$ cat config.mk
export PLATFORM = sky130hd
export DESIGN_NAME = fnn_neuron_mac
export DESIGN_NICKNAME = d
export VERILOG_FILES = /design/src/rtl/fnn_pkg.sv /design/src/rtl/fnn_neuron_mac_act.sv /design/src/rtl/fnn_neuron_mac.sv
export SDC_FILE = /design/constraint.sdc
export NUM_CORES = 2
export LEC_CHECK = 0
export BUFFER_PORTS_ARGS = -buffer_cell sky130_fd_sc_hd__buf_2
export CORE_MARGIN = 2
export CORE_UTILIZATION = 50
export CTS_BUF_LIST = sky130_fd_sc_hd__clkbuf_8
export DETAILED_ROUTE_END_ITERATION = 10
export PLACE_DENSITY = 0.8
export SLEW_MARGIN = 20
export SYNTH_ARGS = -nofsm -noshare
export SYNTH_HDL_FRONTEND = slang
export SYNTH_SLANG_ARGS = --single-unit
export TNS_END_PERCENT = 20
$ cat constraint.sdc
create_clock -name clk -period 8.7 [get_ports clk]
set_clock_uncertainty 0.05 [all_clocks]
set_input_delay 1.305 -clock clk [delete_from_list [all_inputs] [get_ports clk]]
set_output_delay 1.305 -clock clk [all_outputs]
set_load 0.005 [all_outputs]
$ cat src/rtl/fnn_pkg.sv
// Shared types and saturating arithmetic helpers for the fully connected network neurons.
package fnn_pkg;

   typedef enum logic [1:0] {
      ACT_LINEAR = 2'd0,
      ACT_RELU   = 2'd1,
      ACT_HSIG   = 2'd2
   } act_e;

   typedef enum logic [2:0] {
      IDLE  = 3'd0,
      ACCUM = 3'd1,
      BIAS  = 3'd2,
      ACT   = 3'd3,
      DONE  = 3'd4
   } neuron_state_e;

   localparam int unsigned CALC_W = 64;

   // Clamp a sign-extended value into the signed range of a w-bit word (w <= 63).
   function automatic logic signed [CALC_W-1:0] clamp_w(input logic signed [CALC_W-1:0] x,
                                                        input int unsigned w);
      logic signed [CALC_W-1:0] hi;
      logic signed [CALC_W-1:0] lo;
      hi = (64'sd1 <<< (w - 1)) - 64'sd1;
      lo = -(64'sd1 <<< (w - 1));
      if (x > hi)
         clamp_w = hi;
      else if (x < lo)
         clamp_w = lo;
      else
         clamp_w = x;
   endfunction

   // Addends are w-bit values sign-extended to CALC_W, so the wide sum cannot wrap.
   function automatic logic signed [CALC_W-1:0] sat_add(input logic signed [CALC_W-1:0] a,
                                                        input logic signed [CALC_W-1:0] b,
                                                        input int unsigned w);
      sat_add = clamp_w(a + b, w);
   endfunction

   function automatic logic signed [CALC_W-1:0] sat_narrow(input logic signed [CALC_W-1:0] x,
                                                           input int unsigned w);
      sat_narrow = clamp_w(x, w);
   endfunction

endpackage

$ cat src/rtl/fnn_neuron_mac_act.sv
// Registered activation stage: rescales the accumulator to Q format and applies the activation.
module fnn_act_unit
   import fnn_pkg::*;
#(
   parameter int unsigned DATA_W   = 16,
   parameter int unsigned FRAC_W   = 8,
   parameter int unsigned ACT_TYPE = 1
) (
   input  logic                       clk,
   input  logic                       rst,
   input  logic                       en,
   input  logic signed [2*DATA_W-1:0] acc,
   output logic signed [DATA_W-1:0]   result
);

   localparam int unsigned ACC_W = 2 * DATA_W;
   localparam act_e ACT_SEL = act_e'(ACT_TYPE[1:0]);
   localparam logic signed [DATA_W:0] HS_HALF = (DATA_W + 1)'(2 ** (FRAC_W - 1));
   localparam logic signed [DATA_W:0] HS_ONE  = (DATA_W + 1)'(2 ** FRAC_W);

   logic signed [ACC_W-1:0]  shifted;
   logic signed [DATA_W-1:0] x;
   logic signed [DATA_W:0]   hs;
   logic signed [DATA_W-1:0] result_next;

   always_comb begin
      shifted     = acc >>> FRAC_W;
      x           = DATA_W'(sat_narrow(64'(shifted), DATA_W));
      hs          = (DATA_W + 1)'(x >>> 2) + HS_HALF;
      result_next = x;
      case (ACT_SEL)
         ACT_RELU: result_next = x[DATA_W-1] ? '0 : x;
         ACT_HSIG: begin
            if (hs[DATA_W])
               result_next = '0;
            else if (hs > HS_ONE)
               result_next = DATA_W'(HS_ONE);
            else
               result_next = DATA_W'(hs);
         end
         default: result_next = x;
      endcase
   end

   always_ff @(posedge clk) begin
      if (rst)
         result <= '0;
      else if (en)
         result <= result_next;
   end

endmodule

$ cat src/rtl/fnn_neuron_mac.sv
// Generic fixed-point neuron: run-time loaded weights/bias, saturating MAC, bias, activation.
module fnn_neuron_mac
   import fnn_pkg::*;
#(
   parameter int unsigned LAYER_ID   = 1,
   parameter int unsigned NEURON_ID  = 0,
   parameter int unsigned NUM_WEIGHT = 30,
   parameter int unsigned DATA_W     = 16,
   parameter int unsigned FRAC_W     = 8,
   parameter int unsigned ACT_TYPE   = 1
) (
   input  logic                     clk,
   input  logic                     rst,
   input  logic [31:0]              cfg_layer,
   input  logic [31:0]              cfg_neuron,
   input  logic                     cfg_wvalid,
   input  logic                     cfg_bvalid,
   input  logic [31:0]              cfg_data,
   output logic                     cfg_err,
   input  logic signed [DATA_W-1:0] in_data,
   input  logic                     in_valid,
   output logic                     in_ready,
   output logic signed [DATA_W-1:0] out_data,
   output logic                     out_valid,
   input  logic                     out_ready
);

   localparam int unsigned ACC_W = 2 * DATA_W;
   localparam int unsigned IDX_W = $clog2(NUM_WEIGHT + 1);
   localparam int unsigned PTR_W = $clog2(NUM_WEIGHT);

   localparam logic [2:0] S_IDLE  = 3'(IDLE);
   localparam logic [2:0] S_ACCUM = 3'(ACCUM);
   localparam logic [2:0] S_BIAS  = 3'(BIAS);
   localparam logic [2:0] S_ACT   = 3'(ACT);
   localparam logic [2:0] S_DONE  = 3'(DONE);

   logic [2:0]               state, state_next;
   logic [IDX_W-1:0]         idx, idx_next;
   logic [PTR_W-1:0]         wptr, wptr_next;
   logic signed [ACC_W-1:0]  acc, acc_next;
   logic signed [ACC_W-1:0]  prod, prod_next;
   logic                     prod_valid, prod_valid_next;
   logic signed [DATA_W-1:0] bias, bias_next;
   logic                     in_ready_next;
   logic                     out_valid_next;
   logic                     cfg_err_next;
   logic                     w_we;
   logic                     act_en;
   logic                     cfg_match;
   logic                     accept;
   logic signed [ACC_W-1:0]  bias_ext;
   logic signed [DATA_W-1:0] w_mem [NUM_WEIGHT];
   logic                     unused_cfg;

   assign unused_cfg = ^cfg_data[31:DATA_W];

   always_comb begin
      state_next      = state;
      idx_next        = idx;
      wptr_next       = wptr;
      acc_next        = acc;
      prod_next       = prod;
      prod_valid_next = 1'b0;
      bias_next       = bias;
      out_valid_next  = out_valid;
      w_we            = 1'b0;
      act_en          = 1'b0;
      cfg_match       = (cfg_layer == 32'(LAYER_ID)) && (cfg_neuron == 32'(NEURON_ID));
      cfg_err_next    = cfg_match && (cfg_wvalid || cfg_bvalid) && (state != S_IDLE);
      accept          = in_valid && in_ready;
      bias_ext        = ACC_W'(bias) <<< FRAC_W;

      // Two-stage MAC: multiply on accept, accumulate one edge later.
      if (accept) begin
         prod_next       = ACC_W'(in_data) * ACC_W'(w_mem[idx[PTR_W-1:0]]);
         prod_valid_next = 1'b1;
         idx_next        = idx + IDX_W'(1);
      end
      if (prod_valid)
         acc_next = ACC_W'(sat_add(64'(acc), 64'(prod), ACC_W));

      case (state)
         S_IDLE: begin
            if (cfg_match && cfg_wvalid) begin
               w_we      = 1'b1;
               wptr_next = (wptr == PTR_W'(NUM_WEIGHT - 1)) ? '0 : wptr + PTR_W'(1);
            end
            if (cfg_match && cfg_bvalid)
               bias_next = cfg_data[DATA_W-1:0];
            if (accept)
               state_next = S_ACCUM;
         end
         S_ACCUM: begin
            if ((idx == IDX_W'(NUM_WEIGHT)) && !prod_valid)
               state_next = S_BIAS;
         end
         S_BIAS: begin
            acc_next   = ACC_W'(sat_add(64'(acc), 64'(bias_ext), ACC_W));
            state_next = S_ACT;
         end
         S_ACT: begin
            act_en         = 1'b1;
            out_valid_next = 1'b1;
            state_next     = S_DONE;
         end
         S_DONE: begin
            if (out_ready) begin
               out_valid_next = 1'b0;
               idx_next       = '0;
               acc_next       = '0;
               state_next     = S_IDLE;
            end
         end
         default: state_next = S_IDLE;
      endcase

      in_ready_next = ((state_next == S_IDLE) || (state_next == S_ACCUM)) &&
                      (idx_next < IDX_W'(NUM_WEIGHT));
   end

   always_ff @(posedge clk) begin
      if (rst) begin
         state      <= S_IDLE;
         idx        <= '0;
         wptr       <= '0;
         acc        <= '0;
         prod       <= '0;
         prod_valid <= 1'b0;
         bias       <= '0;
         in_ready   <= 1'b1;
         out_valid  <= 1'b0;
         cfg_err    <= 1'b0;
      end else begin
         state      <= state_next;
         idx        <= idx_next;
         wptr       <= wptr_next;
         acc        <= acc_next;
         prod       <= prod_next;
         prod_valid <= prod_valid_next;
         bias       <= bias_next;
         in_ready   <= in_ready_next;
         out_valid  <= out_valid_next;
         cfg_err    <= cfg_err_next;
      end
   end

   // Weight storage keeps its contents across reset.
   always_ff @(posedge clk) begin
      if (w_we)
         w_mem[wptr] <= cfg_data[DATA_W-1:0];
   end

   fnn_act_unit #(
      .DATA_W   (DATA_W),
      .FRAC_W   (FRAC_W),
      .ACT_TYPE (ACT_TYPE)
   ) u_act (
      .clk    (clk),
      .rst    (rst),
      .en     (act_en),
      .acc    (acc),
      .result (out_data)
   );

endmodule

==> flow_results.org <==
** Status
- The flow ran to the end, and the final reports show no timing, DRC or antenna violations.

** STA
- Derived from the worst setup path, the maximum achievable clock frequency is 120 MHz.
- Crit share post-route :: 96.1%
- The final number of hold-violating endpoints was 0.
- In this run the tightest slew margin relative to its limit is 25.3%.
- Setup violations remaining at the end of the flow were counted as 0.
- At the pin with the least slew margin, the transition time is 1.12 ns.
- Final worst path period need :: 8.36 ns
- Number of max-slew violations in the final report :: 0
- Setup repair after global routing left no endpoint under its margin.
- After routing, the total negative slack on setup checks comes to 0 ns.

** Synthesis
- Among all flip-flop cells after synthesis, the most frequent one is edfxtp_1.
- The synthesized design contains 480 enable-type register cells.
- Sequential area share after synthesis :: 45.9%
- Synthesis produced 2829 cells.
- The netlist uses 96 different library cells.
- Yosys printed 0 warnings.
- Compound-gate portion of the synthesized area :: 7.45%
- Adder and majority gate portion of the synthesized area :: 19.5%
- Fraction of the mapped netlist area in simple logic gates :: 9.41%
- Post-synthesis area per instance :: 12.8 sq um
- Fraction of synthesized cell area in xor and xnor cells :: 2.10%
- The synthesized design contains 592 register bits.
- The portion of synthesized area spent on multiplexers is 10.5%.
- Post-Syn Nets :: 3355
- Async set-reset flop share out of synthesis :: 0%
- In this run the cell area of the synthesized design comes to 0.0363 sq mm.
- By area, the combinational part of the netlist is dominated by adder cells.

** Finish
- Summed area of non-filler cells in the final layout :: 0.0401 sq mm
- Synthesis-to-finish area growth :: 10.6%
- In the final layout, the share of cells above drive strength 1 is 17.4%.
- In the final layout, the multi-input gates occupy 0.0178 sq mm.
- Number of fillers in the final layout :: 5699
- Registers take 0.0167 sq mm.
- Net count of the finished layout :: 3519

** Critical path
- The critical path is of the reg -> reg type.
- The largest single stage delay on the critical path is 0.59 ns.
- Critical path required time :: 9.29 ns
- On the critical path, the stage with the largest delay is an instance of fa_1.
- At the worst endpoint, the arrival time is 8.95 ns.
- Highest fanout seen on the critical path :: 16
- Cell repeated most along the worst path :: fa_1
- Together, buffers and inverters on the worst path number 6.
- The worst setup path is launched from a flip-flop.
- In this run the worst setup path begins at idx[0].
- The endpoint identified for the worst register-to-register timing path is prod[29].
- The number of cells on the worst reg-to-reg path is 26.
- CP top delay family :: adder cells
- The startpoint identified for the worst register-to-register timing path is idx[0].
- The worst setup path is captured at a flip-flop.
- For flop-to-flop paths, the worst setup slack is 0.34 ns.

** Route
- In the routed design, unresolved DRC markers number 0.
- For this block, the routed nets add up to 87.4 mm of wire.
- In the final routed layout, each cell accounts on average for 21.7 um.
- First DRT Iteration DRCs :: 2022
- The detailed router placed 23600 vias in this run.
- Antenna-violating nets left :: 0
- The pre-antenna-repair detailed-routing pass consisted of 6 iterations.
- Number of vias per cell :: 5.86

** Clock network
- Root Driver :: clkbuf_8
- Worst skew pair latency :: 0.75 ns
- Cts hold-fix bufs :: 0
- The clock passes through at most 3 buffers.
- In this run, CTS created clock tree buffers numbering 91.
- TritonCTS built the clock tree.
- In this run the number of H-tree levels came out at 3.
- Clock tree sinks :: 592
- Clk slew on worst S/H paths :: 0.06 ns

** Die
- The floorplan step defined a die boundary enclosing 0.0747 sq mm.
- Number of primary I/O pins :: 137
- Floorplan die height :: 273 um
- Horizontal extent of the die :: 273 um
- In this run the standard cell core region covers 0.0716 sq mm.
- Starting Density :: 50.7%
- Site Rows :: 98

** Placement
- The HPWL after detailed placement is 61.6 mm.
- Routability-driven placement finished with a final weighted congestion of 0.932.
- Count of port buffers added during placement :: 119
- The placed instances occupy a cell area of 0.0382 sq mm.

** Global route
- M3 GR Usage :: 3.63%
- Global routing used 29.4% of the available met1 tracks.
- Global routing used 23.5% of the available tracks across all layers.
- The first global-routing pass estimated 135 mm of wire.
- Via count of the first global-routing pass :: 24100
- Met2 layer usage reported by global route :: 41.1%
- Largest net degree at the start of global routing :: 65
- Number of antenna violations at the first check in global routing :: 1
- After global routing, the most crowded layer is met2.
- Overflow after GRT :: 0

** Run
- Across the run, the number of max-cap violations was 0.

** Min path
- The worst hold path passes through 2 cells.
- Beginning of the worst hold path :: acc[6]
- The worst hold path terminates at acc[6].
- Classification of the worst-slack hold path :: reg -> reg
==> state kept, by name (all words and copies together) (netlist names) <==
signal	flops
in_ready	1
bias	16
acc	32
state	3
prod_valid	1
w_mem	480
idx	5
u_act.result	15
prod	32
out_valid	1
wptr	5
cfg_err	1
==> placed cells by master, fill, tap and decap left out, types with 11 or more instances in the layout <==
master	instances
clkbuf_8	98
dfxtp_1	108
nand3_1	19
buf_4	55
edfxtp_1	480
and3_1	11
buf_2	118
nor3_1	19
mux2_2	21
a21oi_1	113
nor2_1	130
fa_1	263
mux2i_1	30
ha_1	144
xnor2_1	61
mux4_2	144
nor2b_1	131
o221ai_1	15
nand4_1	23
nor4_1	33
and2_1	27
clkinv_1	17
a21o_1	26
o211ai_1	15
xor2_1	26
nand2b_1	30
a31oi_1	13
o21bai_1	11
inv_1	385
nand2_1	210
a211oi_1	32
o21ai_0	67
==> cell type report <==
| cell class | count | area share [%] |
|---|---|---|
| antenna | 2 | 0.0125 |
| clock buffer | 98 | 3.36 |
| clock inverter | 71 | 0.979 |
| inverter | 352 | 3.29 |
| multi-input combinational | 1766 | 44.5 |
| sequential | 592 | 41.5 |
| tap | 950 | 2.96 |
| timing repair buffer | 190 | 3.38 |
==> Yosys cell counts (7+ instances only) <==
library cell	instances	area (sq um)
a211oi_1	33	248
a21o_1	26	195
a21oi_1	113	566
a31oi_1	13	81.3
and2_1	27	169
and3_1	11	68.8
buf_2	27	135
clkbuf_1	76	285
dfxtp_1	112	2240
edfxtp_1	480	14400
fa_1	264	5290
ha_1	144	1800
inv_1	352	1320
mux2_2	22	248
mux2i_1	32	320
mux4_2	144	3240
nand2_1	210	788
nand2b_1	30	188
nand3_1	20	100
nand3b_1	7	52.6
nand4_1	23	144
nor2_1	135	507
nor2b_1	131	820
nor3_1	19	95.1
nor4_1	33	206
o211ai_1	15	113
o21a_1	9	67.6
o21ai_0	68	340
o21bai_1	11	82.6
o221ai_1	15	131
or2_2	9	56.3
xnor2_1	61	534
xor2_1	26	228
==> worst max path at each step <==
stage	end	slack, ns	cells after the start
floorplan	prod[29]	0.53	27
global placement	prod[29]	0.27	26
detailed placement	prod[29]	0.19	26
CTS	prod[29]	0.13	26
global route	prod[29]	0.02	26
finish	prod[29]	0.34	26
==> routing by layer <==
layer | routed length [um] | share of wire (%) | vias up
met5 | 0 | 0 | -
met4 | 2930 | 3.3 | 0
met3 | 5690 | 6.5 | 202
met2 | 45400 | 52 | 937
met1 | 33400 | 38 | 12000
li1 | - | - | 10400
==> worst min-delay path, cell delays in order (launching register included) <==
cell and delay, ns:
dfxtp_1 0.31, inv_1 0.05, a211oi_1 0.05
==> what timing repair did <==
item                       in CTS  in global routing
resized for setup               0                 14
buffers inserted                0                  4
setup endpoints to repair       0                  5
==> per-stage QoR <==
step | hold slack [ns] | setup slack [ns] | util [%] | cells
after global routing | 0.431 | 0.0221 | 56.0 | 4020
after global placement | 0.397 | 0.274 | 53.3 | 3843
final | 0.415 | 0.336 | 56.0 | 4021
after floorplan | 0.386 | 0.529 | - | 2829
after detailed placement | 0.409 | 0.193 | 53.3 | 3843
after CTS | 0.417 | 0.127 | 55.8 | 4012
==> logic make-up (layout without fill, tap and decap cells) <==
logic type               after synthesis  in the layout
AND/OR/NAND/NOR                      681            681
flip-flops                           592            592
buffers and inverters                471            711
adder cells (fa/ha/maj)              408            408
AO/OA/AOI/OAI                        390            390
multiplexers                         199            199
XOR/XNOR                              87             87
other                                  1              3
Power is left out: the tool's default activity adds up to more than one toggle a clock period on the data nets, which glitch-free logic cannot reach.
